<file path="config.mk">
export PLATFORM = sky130hd
export DESIGN_NAME = dev_input_ctrl_flat
export DESIGN_NICKNAME = d
export VERILOG_FILES = /design/src/rtl/dev_input_ctrl_pkg.sv /design/src/rtl/dev_input_ctrl_if.sv /design/src/rtl/dev_input_channel.sv /design/src/rtl/dev_input_ctrl.sv /design/src/flat_wrapper.sv
export SDC_FILE = /design/constraint.sdc
export NUM_CORES = 1
export LEC_CHECK = 0
export CAP_MARGIN = 10
export CORE_MARGIN = 4
export CORE_UTILIZATION = 40
export CTS_CLUSTER_SIZE = 20
export DETAILED_ROUTE_END_ITERATION = 12
export GPL_TIMING_DRIVEN = 1
export PLACE_DENSITY_LB_ADDON = 0.1
export SLEW_MARGIN = 10
export SYNTH_ARGS = -nofsm -noshare
export SYNTH_HDL_FRONTEND = slang
export SYNTH_SLANG_ARGS = --single-unit
</file>
<file path="constraint.sdc">
create_clock -name clk -period 4 [get_ports clk]
set_clock_uncertainty 0.15 [all_clocks]
set_input_delay 0.8 -clock clk [delete_from_list [all_inputs] [get_ports clk]]
set_output_delay 0.8 -clock clk [all_outputs]
set_load 0.01 [all_outputs]
</file>
<file path="src/rtl/dev_input_ctrl_pkg.sv">
// Purpose: shared types and default constants for the device input controller.
// Latency: n/a (declarations only).
// Backpressure: n/a (declarations only).
package dev_input_ctrl_pkg;

   // Default parameter values shared by the top, the channel and the bus interface
   localparam int DEF_CHANNELS        = 4;
   localparam int DEF_WIDTH           = 32;
   localparam int DEF_DEBOUNCE_CYCLES = 50000;

   // Per-channel handshake state, 2-bit encoding
   typedef enum logic [1:0] {
      ST_IDLE         = 2'd0,
      ST_WAIT_PRESS   = 2'd1,
      ST_WAIT_RELEASE = 2'd2,
      ST_ACK          = 2'd3
   } chan_state_t;

   // Width of a counter that must be able to hold the value 'cycles'
   function automatic int db_cnt_width(input int cycles);
      return (cycles < 1) ? 1 : $clog2(cycles + 1);
   endfunction

endpackage

</file>
<file path="src/rtl/dev_input_ctrl_if.sv">
// Purpose: bundles the processor-side and device-side signals of the input controller.
// Latency: n/a (wiring only).
// Backpressure: n/a; the enter_out/enter_in pair forms a four-phase level handshake.
interface dev_input_ctrl_if
   import dev_input_ctrl_pkg::*;
#(
   parameter int CHANNELS = DEF_CHANNELS,
   parameter int WIDTH    = DEF_WIDTH
);

   logic [CHANNELS*WIDTH-1:0] raw_data;   // device switches, channel i at [i*WIDTH +: WIDTH]
   logic [CHANNELS-1:0]       raw_btn;    // asynchronous bouncy enter buttons
   logic [CHANNELS-1:0]       enter_out;  // processor request levels
   logic [CHANNELS*WIDTH-1:0] dev_in;     // captured data, same slicing as raw_data
   logic [CHANNELS-1:0]       enter_in;   // acknowledge levels
   logic [CHANNELS-1:0]       busy;       // channel outside IDLE

   // Processor/device side: drives stimulus, observes results
   modport master (
      output raw_data,
      output raw_btn,
      output enter_out,
      input  dev_in,
      input  enter_in,
      input  busy
   );

   // Controller side
   modport slave (
      input  raw_data,
      input  raw_btn,
      input  enter_out,
      output dev_in,
      output enter_in,
      output busy
   );

endinterface

</file>
<file path="src/rtl/dev_input_channel.sv">
// Purpose: one input channel: button synchronizer, debouncer, handshake FSM and data capture.
// Latency: capture 1 cycle after the debounced press; enter_in 1 cycle after the debounced release.
// Backpressure: enter_in holds until enter_out drops; enter_out low aborts a pending request.
module dev_input_channel
   import dev_input_ctrl_pkg::*;
#(
   parameter int WIDTH           = DEF_WIDTH,
   parameter int DEBOUNCE_CYCLES = DEF_DEBOUNCE_CYCLES
) (
   input  logic             clk,
   input  logic             rst,
   input  logic [WIDTH-1:0] raw_data,
   input  logic             raw_btn,
   input  logic             enter_out,
   output logic [WIDTH-1:0] dev_in,
   output logic             enter_in,
   output logic             busy
);

   localparam int               CNT_W    = db_cnt_width(DEBOUNCE_CYCLES);
   // Count value reached on the last mismatching cycle before the level flips
   localparam logic [CNT_W-1:0] CNT_LAST = CNT_W'(DEBOUNCE_CYCLES - 1);
   localparam logic [CNT_W-1:0] CNT_MAX  = '1;

   logic             sync_q1;
   logic             sync_q2;
   logic [CNT_W-1:0] db_cnt;
   logic             db_level;
   logic             db_prev;
   logic             db_rise;
   logic             db_fall;
   chan_state_t      state;

   // Two-flop synchronizer; nothing downstream ever sees raw_btn directly
   always_ff @(posedge clk) begin
      if (rst) begin
         sync_q1 <= 1'b0;
         sync_q2 <= 1'b0;
      end else begin
         sync_q1 <= raw_btn;
         sync_q2 <= sync_q1;
      end
   end

   // Debouncer: flip the level after DEBOUNCE_CYCLES consecutive mismatches, any match clears the count
   always_ff @(posedge clk) begin
      if (rst) begin
         db_cnt   <= '0;
         db_level <= 1'b0;
         db_prev  <= 1'b0;
      end else begin
         db_prev <= db_level;
         if (sync_q2 == db_level) begin
            db_cnt <= '0;
         end else if (db_cnt >= CNT_LAST) begin
            db_level <= sync_q2;
            db_cnt   <= '0;
         end else if (db_cnt != CNT_MAX) begin
            db_cnt <= db_cnt + CNT_W'(1);
         end
      end
   end

   // Edges of the debounced level, seen by the FSM the cycle after the level flips
   always_comb begin
      db_rise = db_level & ~db_prev;
      db_fall = ~db_level & db_prev;
   end

   // Handshake FSM with registered busy/enter_in and the capture register
   always_ff @(posedge clk) begin
      if (rst) begin
         state    <= ST_IDLE;
         enter_in <= 1'b0;
         busy     <= 1'b0;
         dev_in   <= '0;
      end else begin
         case (state)
            ST_IDLE: begin
               // A button already held down must be released before a request can arm
               if (enter_out && !db_level) begin
                  state <= ST_WAIT_PRESS;
                  busy  <= 1'b1;
               end
            end
            ST_WAIT_PRESS: begin
               if (!enter_out) begin
                  state <= ST_IDLE;
                  busy  <= 1'b0;
               end else if (db_rise) begin
                  state  <= ST_WAIT_RELEASE;
                  dev_in <= raw_data;
               end
            end
            ST_WAIT_RELEASE: begin
               if (!enter_out) begin
                  state <= ST_IDLE;
                  busy  <= 1'b0;
               end else if (db_fall) begin
                  state    <= ST_ACK;
                  enter_in <= 1'b1;
               end
            end
            ST_ACK: begin
               // Only leaving on enter_out low forces the processor to drop its request between transfers
               if (!enter_out) begin
                  state    <= ST_IDLE;
                  enter_in <= 1'b0;
                  busy     <= 1'b0;
               end
            end
            default: begin
               state    <= ST_IDLE;
               enter_in <= 1'b0;
               busy     <= 1'b0;
            end
         endcase
      end
   end

endmodule

</file>
<file path="src/rtl/dev_input_ctrl.sv">
// Purpose: multi-channel device input controller, one independent channel per button/data slice.
// Latency: per channel, capture 1 cycle after debounced press, enter_in 1 cycle after debounced release.
// Backpressure: four-phase level handshake per channel; enter_in holds until enter_out drops.
module dev_input_ctrl
   import dev_input_ctrl_pkg::*;
#(
   parameter int CHANNELS        = DEF_CHANNELS,
   parameter int WIDTH           = DEF_WIDTH,
   parameter int DEBOUNCE_CYCLES = DEF_DEBOUNCE_CYCLES
) (
   input  logic            clk,
   input  logic            rst,
   dev_input_ctrl_if.slave io
);

   // One fully independent channel per slice; channels share only clk and rst
   for (genvar gi = 0; gi < CHANNELS; gi++) begin : g_chan
      dev_input_channel #(
         .WIDTH           (WIDTH),
         .DEBOUNCE_CYCLES (DEBOUNCE_CYCLES)
      ) u_chan (
         .clk       (clk),
         .rst       (rst),
         .raw_data  (io.raw_data[gi*WIDTH +: WIDTH]),
         .raw_btn   (io.raw_btn[gi]),
         .enter_out (io.enter_out[gi]),
         .dev_in    (io.dev_in[gi*WIDTH +: WIDTH]),
         .enter_in  (io.enter_in[gi]),
         .busy      (io.busy[gi])
      );
   end

endmodule

</file>
<file path="src/flat_wrapper.sv">
// flat-port wrapper written by rule: the top's interface ports become plain ports
module dev_input_ctrl_flat import dev_input_ctrl_pkg::*;
#(
   parameter int CHANNELS        = DEF_CHANNELS,
   parameter int WIDTH           = DEF_WIDTH,
   parameter int DEBOUNCE_CYCLES = DEF_DEBOUNCE_CYCLES
)
  (clk, rst, io_raw_data, io_raw_btn, io_enter_out, io_dev_in, io_enter_in, io_busy);
  dev_input_ctrl_if #(.CHANNELS(CHANNELS), .WIDTH(WIDTH)) io_i ();
  input  logic clk;
  input  logic rst;
  input wire logic [$bits(io_i.raw_data)-1:0] io_raw_data;
  input wire logic [$bits(io_i.raw_btn)-1:0] io_raw_btn;
  input wire logic [$bits(io_i.enter_out)-1:0] io_enter_out;
  output wire logic [$bits(io_i.dev_in)-1:0] io_dev_in;
  output wire logic [$bits(io_i.enter_in)-1:0] io_enter_in;
  output wire logic [$bits(io_i.busy)-1:0] io_busy;
  assign io_i.raw_data = io_raw_data;
  assign io_i.raw_btn = io_raw_btn;
  assign io_i.enter_out = io_enter_out;
  assign io_dev_in = io_i.dev_in;
  assign io_enter_in = io_i.enter_in;
  assign io_busy = io_i.busy;
  dev_input_ctrl #(.CHANNELS(CHANNELS), .WIDTH(WIDTH), .DEBOUNCE_CYCLES(DEBOUNCE_CYCLES)) u_core (.clk(clk), .rst(rst), .io(io_i));
endmodule
</file>
; ---- Word-level counts from Yosys, hierarchy flattened
; Cells that the tools add are included.
[word_totals]
ff_bits = 224
in_bits = 138
word_cells = 208
[op_classes]
addsub = 4
magnitude_cmp = 4
n_eq_ne = 48
n_mux = 52
bitwise_logic = 20
reduce_logical = 44
[op_table]
columns = op, n
row1 = 16-bit by 1-bit adder with 16-bit output (second input constant), 4
row2 = 16-bit >= comparator (second input constant), 4
row3 = 16-bit != test (second input constant), 4
row4 = 2-bit two-way mux, 24
row5 = 2-bit != test (second input constant), 20
row6 = 2-bit one-hot mux with 4 select lines, 4
row7 = 4-bit AND reduction, 8
row8 = 3-bit != test (second input constant), 8
row9 = 3-bit OR reduction, 8
row10 = 2-bit equality test (second input constant), 8
row11 = 1-bit two-way mux, 16
row12 = 1-bit one-hot mux with 2 select lines, 8
row13 = 2-bit AND reduction, 8
row14 = 1-bit inverter, 12
row15 = 3-bit AND reduction, 4
row16 = 1-bit bitwise AND, 8
row17 = 2-bit by 1-bit equality test with 1-bit output (second input constant), 4
row18 = 2-bit logical NOT, 4
row19 = 2-bit nonzero test, 4
row20 = 1-bit equality test, 4
row21 = 1-bit logical AND, 4
row22 = 1-bit logical NOT, 4

; ---- Depth between registers and ports, before layout
; Gate-level depths: netlist (run 1).
[logic_depth]
depth_word = 5
ltp_mapped = 6
mapped_depth_nobuf = 5

; ---- By module
; Synthesis (run 1) repeated with hierarchy kept, for this count alone.
[hier_totals]
cells_unflattened = 1088
area_unflattened_um2 = 9053.7
[modules_own_cells]
columns = module, n_inst, cells_each, area_each_um2, seq_area_each_um2
row1 = dev_input_channel, 4, 272, 2263.4, 1121.1

; ---- Worst setup path after synthesis (run 1)
; No wires, ideal clock.
[synth_timing]
path_kind = input port to flip-flop
startpoint = input io_enter_out[0]
endpoint = register u_core.g_chan[0].u_chan.dev_in[10]
arrival_ns = 1.829
t_required_ns = 3.718
path_slack_ns = 1.889
stages = 5
n_path_buf = 2
path_cell_list = or4b_2 > clkbuf_1 > clkbuf_1 > nand2_1 > a21oi_1
[synth_via]
elab_chain_len = 1
[synth_rtl]
columns = element, line
row1 = from (decl), flat_wrapper.sv:14  ; input wire logic [$bits(io_i.enter_out)-1:0] io_enter_out;
row2 = 3-bit AND reduction (no line), -
row3 = to (signal assigned), dev_input_channel.sv:92  ; dev_in <= raw_data;
row4 = to (decl), dev_input_channel.sv:15  ; output logic [WIDTH-1:0] dev_in,
; Every way passes these cells.
; A chain may end at the register's enable or synchronous reset.

; ---- Final worst setup path (run 1)
[layout_timing]
startpoint = register u_core.g_chan[3].u_chan.dev_in[1]
endpoint = output io_dev_in[97]
[layout_lines]
columns = element, line
row1 = from (decl), dev_input_channel.sv:15
row2 = from (signal assigned), dev_input_channel.sv:92
row3 = to (decl), flat_wrapper.sv:15  ; output wire logic [$bits(io_i.dev_in)-1:0] io_dev_in;
; No word-level cell between the ends.

==> metrics.cfg, run 1 <==
[clock_tree]
clk-insertion-delay-late_ns=0.52
cts_resized=0
cts_sinks=224
cts_setup_buffers=0
cts_buffers=25
root_buffer=clkbuf_16
cts_tree=done
path_clk_slew_ns=0.06
htreeDepth=1
cts_max_path_buffers=3
ctsHoldBuffers=0

[floorplan]
core_um2=22600
die-area_um2=25300
num_rows=55
fp.dieH_um=159
start_util_pct=40.5
dieWidth_um=159
ios=274

[setup_path]
path_buf_inv=1
critPathTopFamily=buffers and inverters
cp_max_fo=2
start_kind=flip-flop
end_kind=output pin
crit_required_ns=3.05
crit_path_max_incr_delay_ns=0.66
cp.arrival_ns=1.50
cp_cell_sequence=clkdlybuf4s50_1
worstReg2RegStart=u_core.g_chan[0].u_chan.db_cnt[0]
critPathKind=reg2out
cp-startpoint=u_core.g_chan[3].u_chan.dev_in[1]
critPathSlowestCell=clkdlybuf4s50_1

[sta]
setup_violations=0
layout_min_cycle_time_ns=2.45
drv_slew=0
hold_ws_ns=0.286
rsz0062_at_grt=no
setup_tns_ns=0
worst_pin_slew_ns=1.15
fin_crit_sh_pct=61.2
max_freq_mhz=408
maxSlewHeadroom_pct=23.0
finalHoldViolations=0

[route]
drt-total-wl_mm=26.8
drc=0
vias=8612
dr.pass1.iters=5
vias_per_cell=5.15
wl_per_cell_um=16.0
drtAntennaViolNets=0
drt_iter0_drc=579

[grt]
grt_pass1_wl_mm=43.0
antenna_found_initial=2
grt_pass1_vias=7892
track_usage_pct=20.1
grt_max_degree=70
gr-total-overflow=0

[yosys]
async_reset_ff_share_pct=0
syn_area_per_cell_um2=8.14
synth_seq_cells=224
synth_edf_count=0
ys_warn_count=0
syn_area_um2=9140
seq_area_frac_synth_pct=49.0
syn-num-nets=1265
ys_types=57
synthCells=1123
ys.flop_type=dfxtp_1

[min_path]
hold_class=reg2reg
hold_start=u_core.g_chan[1].u_chan.sync_q1

[outcome]
status=complete, no violations

[cells_and_area]
final_net_count=1508
utilization_pct=57.0
area_growth_pct=40.7
drive_above_1_share_pct=5.64
design_area_um2=12900

[placed_design]
globalplace.congestion=0.849
dp_hpwl_mm=19.2
portBuffers=273
place_area_um2=12000

[power]
p_per_area_nw_per_um2=372
design_power_total_mw=4.78
total_leakage_power_nw=4.12
vdd_ir_drop_max_uv=327

[flow_run]
maxCapViolations=0

==> cells by family after synthesis <==
family,count (synthesis),synth area share (%)
AO/OA/AOI/OAI,276,17.6
XOR/XNOR,7,0.671
adder cells (fa/ha/maj),4,0.547
buffers and inverters,88,4.24
flip-flops,224,49.0
multiplexers,6,0.657
AND/OR/NAND/NOR,518,27.2
==> layer usage <==
| metal | global-route usage [%] | share of wire (%) | wire, um |
|---|---|---|---|
| met1 | 26.6 | 46 | 12200 |
| met2 | 32.5 | 45 | 12100 |
| met3 | 4.84 | 6.5 | 1750 |
| met4 | 6.27 | 2.6 | 693 |
| met5 | 0 | 0 | 0 |
==> path summary, 6_finish.rpt <==
| kind | end | slack [ns] | depth (start not counted) |
|---|---|---|---|
| setup / recovery | io_dev_in[97] | 1.55 | 1 |
| hold / removal | u_core.g_chan[1].u_chan.sync_q2 | 0.29 | 1 |
| setup reg to reg | u_core.g_chan[0].u_chan.db_cnt[1] | 1.68 | 5 |
| hold reg to reg | u_core.g_chan[1].u_chan.sync_q2 | 0.29 | 1 |
==> area by class of cell <==
cell class / count / area, um^2
Fill cell: 2073 / 9700
Sequential cell: 224 / 4480
Multi-Input combinational cell: 811 / 4280
Timing Repair Buffer: 284 / 2810
Clock buffer: 39 / 768
Tap cell: 285 / 357
Clock inverter: 6 / 83.8
Inverter: 20 / 75.1
Antenna cell: 2 / 5.00
==> report_power, final <==
| group | switching [mW] | internal [mW] | total, mW |
|---|---|---|---|
| logic | 0.0656 | 0.137 | 0.202 |
| registers | 0.00804 | 2.24 | 2.25 |
| clock network | 0.891 | 1.44 | 2.33 |
| total | 0.965 | 3.82 | 4.78 |
==> through the flow <==
step                cells  worst slack, ns
finish               1671             1.55
global route         1671             1.38
CTS                  1669             1.52
detailed placement   1624             1.06
global placement     1624             1.09
floorplan            1123             1.89
==> cells in the mapped netlist, types with 8 or more instances <==
master,count,area (um^2)
nand2_1,294,1100
dfxtp_1,224,4480
a21oi_1,175,876
clkbuf_1,48,180
nor2_1,40,150
nor3_1,28,140
o21ai_0,28,140
nand3_1,24,120
inv_1,20,75.1
nor2b_1,20,125
or4_1,20,150
nand4_1,16,100
o31ai_1,14,105
or3_1,13,81.3
a31oi_1,12,75.1
buf_2,10,50.1
nor4_1,10,62.6
and4_1,9,78.8
buf_4,8,60.1
==> registers in the layout (all words and copies together) (netlist names) <==
signal                         flops
u_core.g_chan.u_chan.dev_in      128
u_core.g_chan.u_chan.sync_q2       4
u_core.g_chan.u_chan.db_prev       4
u_core.g_chan.u_chan.db_level      4
u_core.g_chan.u_chan.state         8
u_core.g_chan.u_chan.sync_q1       4
u_core.g_chan.u_chan.enter_in      4
u_core.g_chan.u_chan.db_cnt       64
u_core.g_chan.u_chan.busy          4
==> layout by cell type (no fill, tap or decap), types with 4 or more instances in the layout <==
| cell | count |
|---|---|
| nand2_1 | 294 |
| clkdlybuf4s50_1 | 272 |
| dfxtp_1 | 224 |
| a21oi_1 | 175 |
| nor2_1 | 40 |
| o21ai_0 | 28 |
| nor3_1 | 27 |
| clkbuf_16 | 25 |
| nand3_1 | 24 |
| inv_1 | 20 |
| or4_1 | 20 |
| nor2b_1 | 20 |
| nand4_1 | 16 |
| o31ai_1 | 14 |
| or3_1 | 13 |
| a31oi_1 | 12 |
| buf_4 | 12 |
| nor4_1 | 10 |
| and4_1 | 9 |
| clkbuf_8 | 9 |
| nand2b_1 | 7 |
| and3_1 | 7 |
| and2_1 | 6 |
| mux2i_1 | 6 |
| o41ai_1 | 6 |
| a211oi_1 | 5 |
| clkbuf_1 | 5 |
| a311o_1 | 4 |
| xnor2_1 | 4 |
| a311oi_1 | 4 |
| nor3b_1 | 4 |
| ha_1 | 4 |
No activity file was read; power rests on OpenSTA's default activity.
==> inputs of run 2 (changes only) <==
Clock period 4 ns to 2.56 ns, I/O delays scaled along.
==> run 2 against run 1 <==
Compared with the run above:
- sequential cell count unchanged
- routed wire length grew 0.69%
- global-route usage about the same
- register-to-register slack got worse by 1.2 ns
- sequential power grew 56%
- first-iteration DRC count rose by 6.0%
- critical endpoint unchanged
- via count is 2.2% higher
- combinational power grew 62%
- hold slack lost 0.085 ns
==> metrics.cfg, run 2 (synthesis results as in run 1) <==
[outcome]
status=complete, no violations

[setup_path]
critPathSlowestCell=clkdlybuf4s50_1
end_kind=output pin
cp.arrival_ns=1.48  ; -0.02 ns
crit_path_max_incr_delay_ns=0.65  ; about the same
critPathTopFamily=buffers and inverters
critPathKind=reg2out
crit_required_ns=1.90  ; -1.15 ns
cp_cell_sequence=clkdlybuf4s50_1
cp_max_fo=2  ; unchanged
path_buf_inv=1  ; unchanged
start_kind=flip-flop

[cells_and_area]
final_common_cell=nand2_1
utilization_pct=57.5  ; +0.49 points
most-common-layout-cells=294 x nand2_1, 272 x clkdlybuf4s50_1, 224 x dfxtp_1
area_growth_pct=41.9
largest_reg_flops=128  ; unchanged
final_net_count=1519  ; +0.73%
reg_top3=u_core.g_chan.u_chan.dev_in: 128 flops, u_core.g_chan.u_chan.db_cnt: 64 flops, u_core.g_chan.u_chan.state: 8 flops
top_register=u_core.g_chan.u_chan.dev_in
drive_above_1_share_pct=6.16  ; +0.53 points

[floorplan]
num_rows=55  ; unchanged
dieWidth_um=159  ; unchanged
fp.dieH_um=159  ; unchanged
core_um2=22600  ; unchanged
die-area_um2=25300  ; unchanged
ios=274  ; unchanged
start_util_pct=40.5  ; unchanged

[grt]
gr-total-overflow=0  ; unchanged
grt_pass1_vias=8051  ; +2.0%
grt_pass1_wl_mm=43.0  ; about the same
track_usage_pct=20.1  ; about the same
antenna_found_initial=2  ; unchanged
grt_max_degree=91  ; +30%

[sta]
rsz0062_at_grt=no
drv_slew=0  ; unchanged
hold_ws_ns=0.201  ; -0.0854 ns
worst_pin_slew_ns=0.710  ; -0.444 ns
fin_crit_sh_pct=83.9
setup_violations=0  ; unchanged
maxSlewHeadroom_pct=52.3  ; +29 points
max_freq_mhz=466
layout_min_cycle_time_ns=2.15
finalHoldViolations=0  ; unchanged
setup_slack_ns=0.413  ; -1.14 ns
setup_tns_ns=0  ; unchanged

[min_path]
hold_class=in2reg

[power]
design_power_total_mw=7.44  ; +55%
vdd_ir_drop_max_uv=451  ; +38%
p_per_area_nw_per_um2=573  ; +54%
total_leakage_power_nw=4.17  ; +1.2%

[route]
drt_iter0_drc=614  ; +6.0%
drtAntennaViolNets=0  ; unchanged
drc=0  ; unchanged
wl_per_cell_um=16.0  ; about the same
vias=8800  ; +2.2%
dr.pass1.iters=5  ; unchanged
drt-total-wl_mm=27.0  ; +0.69%
vias_per_cell=5.23  ; +1.5%

[flow_run]
maxCapViolations=0  ; unchanged

[clock_tree]
ctsHoldBuffers=0  ; unchanged
path_clk_slew_ns=0.06  ; about the same
htreeDepth=1  ; unchanged
root_buffer=clkbuf_16
cts_buffers=25  ; unchanged
cts_max_path_buffers=3  ; unchanged
cts_resized=0  ; unchanged
cts_setup_buffers=0  ; unchanged
cts_sinks=224  ; unchanged
cts_tree=done
clk-insertion-delay-late_ns=0.51  ; about the same

[placed_design]
portBuffers=273  ; unchanged
globalplace.congestion=0.819  ; -3.5%
dp_slack_ns=0.257  ; -0.807 ns
dp_hpwl_mm=19.2  ; +0.33%

run 2: cell count changes in the layout (fill, tap and decap cells not counted):
cell / previous run / this run
buf_12: 0 / 4
bufinv_16: 2 / 3
clkinv_2: 3 / 4
clkbuf_1: 5 / 8
clkbuf_8: 9 / 4
buf_4: 12 / 19
run 2: cell type report:
type	instances	area, um^2
inverter	20	75.1
antenna	2	5.00
tap	285	357
clock inverter	8	119
clock buffer	37	711
timing repair buffer	295	2950
multi-input combinational	811	4280
sequential	224	4480
fill	2075	9590
run 2: power breakdown:
group | total [mW] | switching, mW | internal [mW] | leakage, nW
Sequential | 3.52 | 0.0127 | 3.50 | 1.81
Combinational | 0.327 | 0.107 | 0.220 | 1.95
Clock | 3.59 | 1.38 | 2.22 | 0.409
run 2: worst reg2reg max path, cell delays in order, from the launching register on:
cell and delay (ns):
dfxtp_1 0.36, ha_1 0.26, nand4_1 0.28, nor4_1 0.57
a21oi_1 0.15, a311oi_1 0.25
run 2: stage by stage:
step	area, um^2	cells
finish	13000	1682
global route	13000	1682
CTS	13000	1680
detailed placement	12100	1635
global placement	12100	1635
floorplan	9140	1123
run 2: path summary, 6_finish.rpt:
check | slack [ns] | start | endpoint | cells past startpoint
max reg2reg | 0.45 | u_core.g_chan[0].u_chan.db_cnt[0] | u_core.g_chan[0].u_chan.db_cnt[14] | 5
max | 0.41 | u_core.g_chan[3].u_chan.dev_in[1] | io_dev_in[97] | 1
min reg2reg | 0.28 | u_core.g_chan[1].u_chan.sync_q1 | u_core.g_chan[1].u_chan.sync_q2 | 1
min | 0.20 | rst | u_core.g_chan[1].u_chan.enter_in | 2
run 2: per-layer routing:
metal / vias up / part of all wire, % / track usage (%)
met2: 235 / 47 / 33.7
met4: 0 / 2.7 / 5.92
met3: 42 / 5.7 / 4.50
met5: - / 0 / 0
li1: 4438 / - / -
met1: 4085 / 45 / 26.0
==> inputs of run 3 (changes only) <==
Clock period 2.56 ns to 2.2 ns, I/O delays scaled along.
==> run 3 against run 2 <==
Compared with the run above:
- routed wire length about the same
- core utilization up 0.94 points
- non-clock buffer count up 12
- combinational power up 17%
- hold slack worse by 0.099 ns
- die area unchanged
- clock power up 25%
- critical path type unchanged
- sequential share of layout area down 0.56 points
- final area up 1.6%
- critical endpoint unchanged
- global-route usage up 0.19 points
==> metrics.cfg, run 3 (synthesis results as in run 1) <==
[min_path]
hold_class=in2reg
holdPathStages=2  ; unchanged

[cells_and_area]
seqCellArea_um2=4480  ; unchanged
final_common_cell=nand2_1
nFillCells=2045  ; -1.4%
drive_above_1_share_pct=7.23  ; +1.1 points
largest_reg_flops=128  ; unchanged
top_register=u_core.g_chan.u_chan.dev_in
reg_top3=u_core.g_chan.u_chan.dev_in: 128 flops, u_core.g_chan.u_chan.db_cnt: 64 flops, u_core.g_chan.u_chan.state: 8 flops
fin_cells=1698  ; +0.95%
final_net_count=1532  ; +0.86%
area_growth_pct=44.3
most-common-layout-cells=294 x nand2_1, 272 x clkdlybuf4s50_1, 224 x dfxtp_1
multi_input_area_um2=4290  ; +0.18%

[route]
drt_iter0_drc=675  ; +9.9%
dr.pass1.iters=5  ; unchanged
drtAntennaViolNets=0  ; unchanged
drc=0  ; unchanged
vias=8817  ; +0.19%
wl_per_cell_um=15.9  ; -1.0%
vias_per_cell=5.19  ; -0.75%
drt-total-wl_mm=27.0  ; about the same

[floorplan]
die-area_um2=25300  ; unchanged
num_rows=55  ; unchanged
core_um2=22600  ; unchanged
start_util_pct=40.5  ; unchanged
fp.dieH_um=159  ; unchanged
ios=274  ; unchanged
dieWidth_um=159  ; unchanged

[clock_tree]
cts_tree=done
cts_resized=0  ; unchanged
clk-insertion-delay-late_ns=0.52  ; about the same
cts_sinks=224  ; unchanged
root_buffer=clkbuf_16
cts_setup_buffers=0  ; unchanged
cts_max_path_buffers=3  ; unchanged
ctsHoldBuffers=0  ; unchanged
path_clk_slew_ns=0.06  ; about the same
cts_buffers=26  ; +4.0%
htreeDepth=1  ; unchanged

[setup_path]
critPathKind=reg2out
reg2reg_depth=5  ; unchanged
path_depth=1  ; unchanged
rrSetupSlack_ns=0.16  ; -0.29 ns
critPathSlowestCell=clkdlybuf4s50_1
end_kind=output pin
start_kind=flip-flop
crit_required_ns=1.61  ; -0.29 ns
path_buf_inv=1  ; unchanged
crit_path_max_incr_delay_ns=0.64  ; about the same
cp_max_fo=2  ; unchanged
cp_cell_sequence=clkdlybuf4s50_1
cp.arrival_ns=1.48  ; about the same
critPathTopFamily=buffers and inverters

[sta]
worst_pin_slew_ns=0.609  ; -0.101 ns
max_freq_mhz=483
maxSlewHeadroom_pct=59.0  ; +6.8 points
setup_violations=0  ; unchanged
finalHoldViolations=0  ; unchanged
layout_min_cycle_time_ns=2.07
setup_tns_ns=0  ; unchanged
drv_slew=0  ; unchanged
fin_crit_sh_pct=94.1
rsz0062_at_grt=no

[power]
total_leakage_power_nw=4.26  ; +2.4%
vdd_ir_drop_max_uv=540  ; +20%
p_per_area_nw_per_um2=679  ; +18%

[placed_design]
dp_hpwl_mm=19.4  ; +0.72%
globalplace.congestion=0.841  ; +2.6%
portBuffers=273  ; unchanged
post-place-cells=1647  ; +0.73%

[outcome]
status=complete, no violations

[grt]
track_usage_pct=20.3  ; +0.19 points
grt_pass1_wl_mm=43.3  ; +0.84%
antenna_found_initial=3  ; +1
grt_pass1_vias=7983  ; -0.84%
gr-total-overflow=0  ; unchanged
grt_max_degree=100  ; +9.9%

[flow_run]
maxCapViolations=0  ; unchanged

## run 3: metrics by stage
stage          area (um^2)  hold WS (ns)  total power, mW  setup WS [ns]  util (%)
3_3_place_gp         12300         0.269             4.56         0.0394      54.4
2_1_floorplan         9140         0.264             4.27          0.236         -
3_5_place_dp         12300         0.280             4.56         0.0147      54.4
5_1_grt              13200         0.107             9.28        0.00163      58.4
6_report             13200         0.102             8.95          0.129      58.4
4_1_cts              13200        0.0898             9.08         0.0876      58.4
## run 3: area by class of cell
cell class	count	area share (%)
clock inverter	12	1.33
inverter	20	0.569
clock buffer	36	5.53
antenna	3	0.0569
sequential	224	34.0
timing repair buffer	307	23.3
multi-input combinational	811	32.5
tap	285	2.70
## run 3: per-layer routing
metal	GRT usage, %	routed length [um]
met1	26.9	12100
met2	32.4	12200
met3	4.94	1800
met4	7.06	866
met5	0	0
## run 3: worst paths after layout
check                               startpoint                                 to
max          u_core.g_chan[3].u_chan.dev_in[1]                      io_dev_in[97]
min                                        rst   u_core.g_chan[1].u_chan.db_level
max reg2reg  u_core.g_chan[1].u_chan.db_cnt[0]  u_core.g_chan[1].u_chan.db_cnt[8]
min reg2reg    u_core.g_chan[1].u_chan.sync_q1    u_core.g_chan[1].u_chan.sync_q2
## run 3: where the power goes
part           leakage [nW]  switching, mW  internal (mW)
registers              1.81         0.0146           4.08
clock network         0.432           1.69           2.79
logic                  2.02          0.123          0.258
